$ cat src/rtl/axi_lite_mem_arbiter.sv
// Round-robin arbiter sharing one AXI-lite master between the fetch port (0) and load/store port (1).
// One transaction in flight at a time; all requester and AXI outputs come straight from registers.
module axi_lite_mem_arbiter #(
    parameter int ADDR_W = 64,
    parameter int DATA_W = 64,
    parameter int STRB_W = DATA_W / 8
) (
    input  logic              clk,
    input  logic              rst,
    // port 0 (instruction fetch)
    input  logic              p0_req,
    input  logic              p0_we,
    input  logic [ADDR_W-1:0] p0_addr,
    input  logic [DATA_W-1:0] p0_wdata,
    input  logic [STRB_W-1:0] p0_wstrb,
    output logic              p0_gnt,
    output logic              p0_done,
    output logic [DATA_W-1:0] p0_rdata,
    output logic              p0_err,
    // port 1 (load/store)
    input  logic              p1_req,
    input  logic              p1_we,
    input  logic [ADDR_W-1:0] p1_addr,
    input  logic [DATA_W-1:0] p1_wdata,
    input  logic [STRB_W-1:0] p1_wstrb,
    output logic              p1_gnt,
    output logic              p1_done,
    output logic [DATA_W-1:0] p1_rdata,
    output logic              p1_err,
    // AXI-lite master
    output logic [ADDR_W-1:0] m_awaddr,
    output logic              m_awvalid,
    input  logic              m_awready,
    output logic [DATA_W-1:0] m_wdata,
    output logic [STRB_W-1:0] m_wstrb,
    output logic              m_wvalid,
    input  logic              m_wready,
    input  logic [1:0]        m_bresp,
    input  logic              m_bvalid,
    output logic              m_bready,
    output logic [ADDR_W-1:0] m_araddr,
    output logic              m_arvalid,
    input  logic              m_arready,
    input  logic [DATA_W-1:0] m_rdata,
    input  logic [1:0]        m_rresp,
    input  logic              m_rvalid,
    output logic              m_rready
);

    typedef enum logic [2:0] {IDLE, RADDR, RDATA, WADDR, WRESP, DONE} state_t;

    state_t              state_reg;
    logic                rr_ptr_reg;
    logic                winner_reg;
    logic [ADDR_W-1:0]   addr_reg;
    logic [DATA_W-1:0]   wdata_reg;
    logic [STRB_W-1:0]   wstrb_reg;
    logic [DATA_W-1:0]   rdata_reg;
    logic                err_reg;
    logic                awvalid_reg;
    logic                wvalid_reg;
    logic                arvalid_reg;
    logic                rready_reg;
    logic                bready_reg;
    logic [1:0]          gnt_reg;
    logic [1:0]          done_reg;
    logic [1:0]          port_err_reg;
    logic [DATA_W-1:0]   port_rdata_reg [2];

    logic [1:0]          req_vec;
    logic                winner_next;
    logic                sel_we;
    logic [ADDR_W-1:0]   sel_addr;
    logic [DATA_W-1:0]   sel_wdata;
    logic [STRB_W-1:0]   sel_wstrb;
    logic                aw_fin;
    logic                w_fin;

    always_comb begin
        req_vec     = {p1_req, p0_req};
        // With a single requester it wins outright; on contention rr_ptr picks.
        winner_next = (req_vec == 2'b11) ? rr_ptr_reg : req_vec[1];
        sel_we      = winner_next ? p1_we    : p0_we;
        sel_addr    = winner_next ? p1_addr  : p0_addr;
        sel_wdata   = winner_next ? p1_wdata : p0_wdata;
        sel_wstrb   = winner_next ? p1_wstrb : p0_wstrb;
        // A channel is finished once its valid has dropped or is handshaking now.
        aw_fin      = !awvalid_reg || m_awready;
        w_fin       = !wvalid_reg  || m_wready;
    end

    always_ff @(posedge clk) begin
        if (rst) begin
            state_reg    <= IDLE;
            rr_ptr_reg   <= 1'b0;
            winner_reg   <= 1'b0;
            addr_reg     <= '0;
            wdata_reg    <= '0;
            wstrb_reg    <= '0;
            rdata_reg    <= '0;
            err_reg      <= 1'b0;
            awvalid_reg  <= 1'b0;
            wvalid_reg   <= 1'b0;
            arvalid_reg  <= 1'b0;
            rready_reg   <= 1'b0;
            bready_reg   <= 1'b0;
            gnt_reg      <= '0;
            done_reg     <= '0;
            port_err_reg <= '0;
            for (int i = 0; i < 2; i++) port_rdata_reg[i] <= '0;
        end else begin
            gnt_reg      <= '0;
            done_reg     <= '0;
            port_err_reg <= '0;
            for (int i = 0; i < 2; i++) port_rdata_reg[i] <= '0;

            case (state_reg)
                IDLE: begin
                    if (|req_vec) begin
                        winner_reg           <= winner_next;
                        addr_reg             <= sel_addr;
                        wdata_reg            <= sel_wdata;
                        wstrb_reg            <= sel_wstrb;
                        gnt_reg[winner_next] <= 1'b1;
                        rr_ptr_reg           <= ~winner_next;
                        if (sel_we) begin
                            awvalid_reg <= 1'b1;
                            wvalid_reg  <= 1'b1;
                            state_reg   <= WADDR;
                        end else begin
                            arvalid_reg <= 1'b1;
                            state_reg   <= RADDR;
                        end
                    end
                end
                RADDR: begin
                    if (m_arready) begin
                        arvalid_reg <= 1'b0;
                        rready_reg  <= 1'b1;
                        state_reg   <= RDATA;
                    end
                end
                RDATA: begin
                    if (m_rvalid) begin
                        rdata_reg  <= m_rdata;
                        err_reg    <= (m_rresp != 2'b00);
                        rready_reg <= 1'b0;
                        state_reg  <= DONE;
                    end
                end
                WADDR: begin
                    if (awvalid_reg && m_awready) awvalid_reg <= 1'b0;
                    if (wvalid_reg && m_wready)   wvalid_reg  <= 1'b0;
                    if (aw_fin && w_fin) begin
                        bready_reg <= 1'b1;
                        state_reg  <= WRESP;
                    end
                end
                WRESP: begin
                    if (m_bvalid) begin
                        err_reg    <= (m_bresp != 2'b00);
                        rdata_reg  <= '0;
                        bready_reg <= 1'b0;
                        state_reg  <= DONE;
                    end
                end
                DONE: begin
                    done_reg[winner_reg]       <= 1'b1;
                    port_rdata_reg[winner_reg] <= rdata_reg;
                    port_err_reg[winner_reg]   <= err_reg;
                    state_reg                  <= IDLE;
                end
                default: state_reg <= IDLE;
            endcase
        end
    end

    assign p0_gnt    = gnt_reg[0];
    assign p1_gnt    = gnt_reg[1];
    assign p0_done   = done_reg[0];
    assign p1_done   = done_reg[1];
    assign p0_rdata  = port_rdata_reg[0];
    assign p1_rdata  = port_rdata_reg[1];
    assign p0_err    = port_err_reg[0];
    assign p1_err    = port_err_reg[1];

    assign m_awaddr  = addr_reg;
    assign m_awvalid = awvalid_reg;
    assign m_wdata   = wdata_reg;
    assign m_wstrb   = wstrb_reg;
    assign m_wvalid  = wvalid_reg;
    assign m_bready  = bready_reg;
    assign m_araddr  = addr_reg;
    assign m_arvalid = arvalid_reg;
    assign m_rready  = rready_reg;

endmodule

$ cat config.mk
export PLATFORM = sky130hd
export DESIGN_NAME = axi_lite_mem_arbiter
export DESIGN_NICKNAME = d
export VERILOG_FILES = /design/src/rtl/axi_lite_mem_arbiter.sv
export SDC_FILE = /design/constraint.sdc
export NUM_CORES = 1
export LEC_CHECK = 0
export CAP_MARGIN = 20
export CORE_AREA = 10 10 257 259
export DETAILED_ROUTE_END_ITERATION = 10
export DIE_AREA = 0 0 267 269
export GPL_TIMING_DRIVEN = 0
export PLACE_DENSITY = 0.49
export SETUP_SLACK_MARGIN = 0.2
export SLEW_MARGIN = 20
export SYNTH_ARGS = -nofsm -noshare
export SYNTH_HDL_FRONTEND = slang
export SYNTH_SLANG_ARGS = --single-unit
$ cat constraint.sdc
create_clock -name clk -period 1.4 [get_ports clk]
set_input_delay 0.28 -clock clk [delete_from_list [all_inputs] [get_ports clk]]
set_output_delay 0.28 -clock clk [all_outputs]
set_load 0.02 [all_outputs]
==> results of run 1 <==
[how the worst max path moves through the flow]
stage                       from           end  slack (ns)  cells after the start
finish              state_reg[0]  m_araddr[47]       -0.27                      6
global placement          p1_req  m_araddr[13]       -1.24                      5
detailed placement        p1_req  m_araddr[10]       -1.27                      5
floorplan           state_reg[0]    m_wdata[0]       -0.03                      6
global route        state_reg[0]  m_araddr[47]       -0.38                      6
CTS                 state_reg[2]  m_araddr[51]       -0.26                      6
[power by group through the flow]
stage	Combinational, mW	Clock, mW	Sequential, mW
finish	12.0	11.4	12.5
global route	12.7	12.1	12.7
CTS	10.5	11.8	12.2
detailed placement	10.4	0	12.3
global placement	10.4	0	12.3
floorplan	3.88	0	13.2
[routing by layer]
layer  vias up  global-route usage, %  wire (um)
met4         4                   2.69        886
met2       448                   30.5      34400
met3        69                   6.34       5870
met5         -                      0         27
li1       5366                      -          -
met1      5498                   18.9      25400
[final cells by class]
class                   instances  share of cell area [%]
flip-flops and latches        345                    30.6
plain buffers                 148                    7.26
clock buffers                  54                    4.95
diodes                          4                  0.0428
inverters                       6                   0.107
well taps                     790                    4.23
multi-input cells             593                    18.8
repair buffers                738                    32.7
clock inverters                19                    1.29
[logic make-up (layout without fill, tap and decap cells)]
logic type | Yosys count | after routing | synth area share, %
AO/OA/AOI/OAI | 230 | 230 | 17.0
buffers and inverters | 154 | 965 | 7.99
flip-flops | 345 | 345 | 57.5
other | 0 | 4 | 0
AND/OR/NAND/NOR | 362 | 363 | 17.5
[layout by cell type, fill, tap and decap left out, types with 16 or more instances in the layout]
cell,n
dfxtp_4,42
a221o_1,136
dfxtp_2,69
dlygate4sd2_1,166
and2_4,42
nor2_1,68
buf_6,244
clkbuf_16,59
buf_12,16
buf_4,47
and2_0,83
buf_8,17
and2_1,142
a22oi_1,55
dfxtp_1,234
clkdlybuf4s50_1,349
[repair_timing]
action	4_1_cts	5_1_grt
buffers inserted	6	23
hold buffers	0	0
pin swaps	4	16
resized for setup	746	898
gates cloned	3	19
endpoints found under the setup margin	680	682
[tightest hold or removal path, stage by stage]
cell     delay, ns
buf_6         0.14
inv_1         0.13
o21ai_0       0.10
a21oi_1       0.04
[stage by stage]
stage	hold slack, ns	TNS [ns]	worst slack (ns)	instance area [sq um]
finish	0.156	-75.96	-0.273	23400
global route	0.173	-113.72	-0.376	23400
CTS	0.128	-120.59	-0.259	21800
detailed placement	0.458	-187.92	-1.27	20100
global placement	0.454	-180.46	-1.24	20100
floorplan	0.419	-1.93	-0.0290	12200
==> results.sh, run 1 <==
export IMPL_powerDensity_mw_per_mm2=1540
export IMPL_hp_start="rst"
export IMPL_worst_ep_required_time_ns=1.85
export IMPL_clockBufferDepth=3
export IMPL_synth_area_top_cells="dfxtp_1 58%, a221o_1 11%, and2_1 9.3%"
export IMPL_setup_violations_final=551
export IMPL_wl_per_cell_um=24.7
export IMPL_violations="negative setup slack"
export IMPL_insertion_delay_ns=0.58
export IMPL_whs_path_depth=4
export IMPL_crit_path_end_kind="flip-flop"
export IMPL_power_net_switching_mw=11.3
export IMPL_top_level_ports=690
export IMPL_netlist_area_leader_share_pct=57.5
export IMPL_overflow=0
export IMPL_critPathTopFamily="compound AO/OA/AOI/OAI gates"
export IMPL_port_buffers=688
export IMPL_ys_ff_latch=345
export IMPL_cap_violations=0
export IMPL_root_buffer="clkbuf_16"
export IMPL_power_frac_clock_pct=31.8
export IMPL_r2r_slack_ns=-0.27
export IMPL_drc_errors=0
export IMPL_synth_nets=1442
export IMPL_grt_max_degree=14
export IMPL_die_w_um=267
export IMPL_final_setup_worst_slack_ns=-0.273
export IMPL_period_needed_ns=1.67
export IMPL_cts_num_sinks=345
export IMPL_sequentialPowerShare_pct=34.9
export IMPL_relSlewSlack_pct=53.7
export IMPL_fin_total_pwr_mw=36.0
export IMPL_largest_register_ffs=128
export IMPL_vias=11400
export IMPL_worst_pin_slew_ns=0.695
export IMPL_drt_wl_total_mm=66.6
export IMPL_num_rows=91
export IMPL_multiInputGateArea_sq_mm=0.00440
export IMPL_fin_skew_ns=0.0298
export IMPL_dr_pass1_iters=4
export IMPL_postRouteAntennaNets=0
export IMPL_status="finished with violations"
export IMPL_fin_crit_sh_pct=119
export IMPL_yosys_area_top_type="dfxtp_1"
export IMPL_leakage_nw=10.2
export IMPL_max_freq_mhz=598
export IMPL_swShare_pct=31.4
export IMPL_min_to="m_rready"
export IMPL_synthToLayoutAreaGrowth_pct=94.6
export IMPL_via_per_inst=4.22
export IMPL_synth_edf_count=0
export IMPL_htree_levels=2
export IMPL_synth_warnings=0
export IMPL_rr_startpoint="state_reg[0]"
export IMPL_gr_usage_all_layers_pct=16.9
export IMPL_report_final_slew_viol_count=0
export IMPL_cp_max_fo=10
export IMPL_hold_viol=0
export IMPL_arrival_ns=2.12
export IMPL_synth_common_cells="345 x dfxtp_1, 178 x and2_1, 136 x a221o_1"
export IMPL_rr_worst_depth=6
export IMPL_design_final_nets=2225
export IMPL_clk_pin_slew_ns=0.06
export IMPL_initial_core_util_pct=19.7
export IMPL_dp_cells=2569
export IMPL_postLayoutCoreUtil_pct=38.3
export IMPL_hpwl_mm=52.4
export IMPL_yosys_cell_count_top_type="dfxtp_1"
export IMPL_grt_pass1_vias=11500
export IMPL_cts_tree="built"
export IMPL_cpPeakStageDelay_ns=0.34
export IMPL_ir_drop_mv=0.808
export IMPL_rsz0062_at_grt="true"
export IMPL_synth_flop_cell="dfxtp_1"
export IMPL_die_y_um=269
export IMPL_final_layout_size_suffix_gt1_share_pct=32.1
export IMPL_die_area_sq_mm=0.0718
export IMPL_antenna_found_initial=10
export IMPL_p_int_mw=24.7
export IMPL_avgSynthCellArea_sq_um=11.0
export IMPL_hp_class="input port to flip-flop"
export IMPL_nFillCells=6132
export IMPL_numCtsBuffers=42
export IMPL_cp_start_kind="flip-flop"
export IMPL_cp_num_buf_inv=2
export IMPL_syn_inst=1091
export IMPL_ys_types=41
export IMPL_cpMaxStageDelayCell="dfxtp_2"
export IMPL_final_cells=2697
export IMPL_worstSetupPathType="flip-flop to flip-flop"
export IMPL_grt_pass1_wl_mm=88.2
export IMPL_rr_endpoint="m_araddr[47]"
export IMPL_worstPathCellList="nor3_4 > o21a_4 > buf_12 > nor2_4 > clkbuf_8 > a221o_1"
export IMPL_core_area_sq_mm=0.0610
export IMPL_first_iter_violations=451
export IMPL_routabilityCongestion=0.832
export IMPL_p_comb_share_pct=33.4
export IMPL_synthArstFlopShare_pct=0
export IMPL_syn_area_sq_mm=0.0120
export IMPL_synth_seq_area_share_pct=57.5
export IMPL_seq_area_sq_mm=0.00715
Note: power is estimated with default switching activity, not from simulation.
==> run 2: changes to the inputs <==
- SETUP_SLACK_MARGIN: 0.2 -> 0.05
==> run 2 against run 1 <==
  * The run still ends with negative setup slack left
  * First-iteration DRC count up 36%
  * Design area decreased by 1.5%
  * Clock skew decreased by 0.015 ns
  * Routed wire length up 0.85%
  * Via count up 0.51%
  * Die area is the same
  * Sequential share of layout area rose by 0.80 points
  * Maximum frequency about the same
  * Hold slack better by 0.057 ns
  * Largest cell class unchanged
==> results.sh, run 2 (synthesized netlist as in run 1, its figures left out) <==
export IMPL_report_final_slew_viol_count=0
export IMPL_cts_tree="built"
export IMPL_status="finished with violations"
export IMPL_hpwl_mm=52.5
export IMPL_routabilityCongestion=0.813
export IMPL_dp_cells=2569
export IMPL_clockBufferDepth=3
export IMPL_antenna_found_initial=35
export IMPL_grt_max_degree=13
export IMPL_setup_violations_final=380
export IMPL_fin_total_pwr_mw=34.7
export IMPL_mostFrequentLayoutCell="clkdlybuf4s50_1"
export IMPL_die_y_um=269
export IMPL_worstPathCellList="nor3_4 > buf_6 > nand3_4 > nor2_4 > buf_6 > buf_16 > clkbuf_16 > a221o_1"
export IMPL_postLayoutCoreUtil_pct=37.7
export IMPL_hp_class="input port to flip-flop"
export IMPL_cts_num_sinks=345
export IMPL_arrival_ns=2.16
export IMPL_wl_per_cell_um=24.9
export IMPL_worst_ep_required_time_ns=1.89
export IMPL_vias=11400
export IMPL_cpMostUsedCell="buf_6"
export IMPL_gr_usage_all_layers_pct=16.8
export IMPL_relSlewSlack_pct=53.8
export IMPL_critPathTopFamily="buffers and inverters"
export IMPL_mostFrequentLayoutCells="349 x clkdlybuf4s50_1, 298 x buf_6, 201 x dfxtp_1, 136 x a221o_1, 119 x and2_1"
export IMPL_initial_core_util_pct=19.7
export IMPL_fin_skew_ns=0.0146
export IMPL_grt_pass1_wl_mm=87.4
export IMPL_numCtsBuffers=41
export IMPL_first_iter_violations=613
export IMPL_rr_startpoint="state_reg[0]"
export IMPL_dr_pass1_iters=5
export IMPL_hp_start="rst"
export IMPL_hold_viol=0
export IMPL_drc_errors=0
export IMPL_worstSetupPathType="flip-flop to flip-flop"
export IMPL_overflow=0
export IMPL_htree_levels=2
export IMPL_nFillCells=6076
export IMPL_clk_pin_slew_ns=0.06
export IMPL_powerDensity_mw_per_mm2=1510
export IMPL_final_cells=2694
export IMPL_rsz0062_at_grt="true"
export IMPL_final_layout_size_suffix_gt1_share_pct=42.9
export IMPL_cp_start_kind="flip-flop"
export IMPL_leakage_nw=9.71
export IMPL_max_freq_mhz=598
export IMPL_final_setup_worst_slack_ns=-0.272
export IMPL_num_rows=91
export IMPL_ir_drop_mv=0.674
export IMPL_insertion_delay_ns=0.55
export IMPL_cap_violations=0
export IMPL_worst_pin_slew_ns=0.693
export IMPL_pre_cts_ws_ns=-1.08
export IMPL_grt_pass1_vias=11600
export IMPL_die_w_um=267
export IMPL_synthToLayoutAreaGrowth_pct=91.5
export IMPL_drt_wl_total_mm=67.1
export IMPL_min_to="m_rready"
export IMPL_period_needed_ns=1.67
export IMPL_violations="negative setup slack"
export IMPL_whs_path_depth=4
export IMPL_rr_worst_depth=8
export IMPL_design_final_nets=2223
export IMPL_via_per_inst=4.25
export IMPL_cp_max_fo=5
export IMPL_fin_crit_sh_pct=119
export IMPL_largest_register_ffs=128
export IMPL_crit_path_end_kind="flip-flop"
export IMPL_cts_hold_buf=0
export IMPL_postRouteAntennaNets=0
export IMPL_top_level_ports=690
export IMPL_root_buffer="clkbuf_16"
export IMPL_die_area_sq_mm=0.0718
export IMPL_cpMaxStageDelayCell="dfxtp_2"
export IMPL_cp_num_buf_inv=4
export IMPL_cpPeakStageDelay_ns=0.33
export IMPL_rr_endpoint="m_wdata[53]"
export IMPL_port_buffers=688
export IMPL_core_area_sq_mm=0.0610
export IMPL_r2r_slack_ns=-0.27
[run 2: cell count changes in the layout (fill, tap and decap cells not counted), moves of 23 or more]
| cell | delta |
|---|---|
| dlygate4sd2_1 | -164 |
| buf_4 | +55 |
| buf_6 | +54 |
| dfxtp_1 | -33 |
| buf_2 | +30 |
| clkbuf_2 | +29 |
| and2_4 | +26 |
| and2_1 | -23 |
[run 2: worst max path at each step]
stage / startpoint / end / cells after the start
3_5_place_dp: p0_req / m_wdata[62] / 7
6_report: state_reg[0] / m_wdata[53] / 8
2_1_floorplan: state_reg[0] / m_wdata[0] / 6
4_1_cts: state_reg[2] / m_araddr[37] / 6
5_1_grt: state_reg[1] / m_araddr[0] / 8
3_3_place_gp: p0_req / m_wdata[59] / 7
[run 2: timing repair]
| action | 4_1_cts | 5_1_grt |
|---|---|---|
| endpoints found under the setup margin | 673 | 679 |
| setup buffers | 9 | 21 |
| gates cloned | 3 | 18 |
| pin swaps | 7 | 38 |
| resized for setup | 586 | 1807 |
[run 2: final cells by class]
cell class | count | area (sq um) | area share [%]
antenna | 9 | 22.5 | 0.0979
buffer | 147 | 1670 | 7.27
clock buffer | 57 | 1170 | 5.07
clock inverter | 9 | 62.6 | 0.272
inverter | 6 | 22.5 | 0.0979
multi-input combinational | 593 | 4410 | 19.2
sequential | 345 | 7220 | 31.4
tap | 790 | 988 | 4.30
timing repair buffer | 738 | 7440 | 32.3
[run 2: routing by layer]
metal	routed length, um	global-route usage (%)	up-vias	share of wire, %
li1	-	-	5354	-
met1	26400	19.0	5517	39
met2	33300	28.4	416	50
met3	5980	7.18	110	8.9
met4	1200	4.79	46	1.8
met5	299	0	-	0.45
[run 2: power by group]
group          leakage [nW]  switching, mW  total, mW  internal (mW)
Sequential             2.88           1.32       12.7           11.4
Clock                 0.605           4.26       10.0           5.78
Combinational          6.23           5.41       12.0           6.59
Total                  9.71           11.0       34.7           23.7
[run 2: metrics by stage]
step	TNS, ns	area, sq um	hold WS, ns
5_1_grt	-89.18	23000	0.206
3_5_place_dp	-203.13	20000	0.456
6_report	-58.44	23000	0.212
3_3_place_gp	-194.91	20000	0.452
2_1_floorplan	-1.16	12100	0.419
4_1_cts	-141.08	21500	0.172
[run 2: worst min-delay path, delay by kind of cell]
kind,cells,cell delay (ns)
AO/OA/AOI/OAI,2,0.14
buffers and inverters,2,0.28
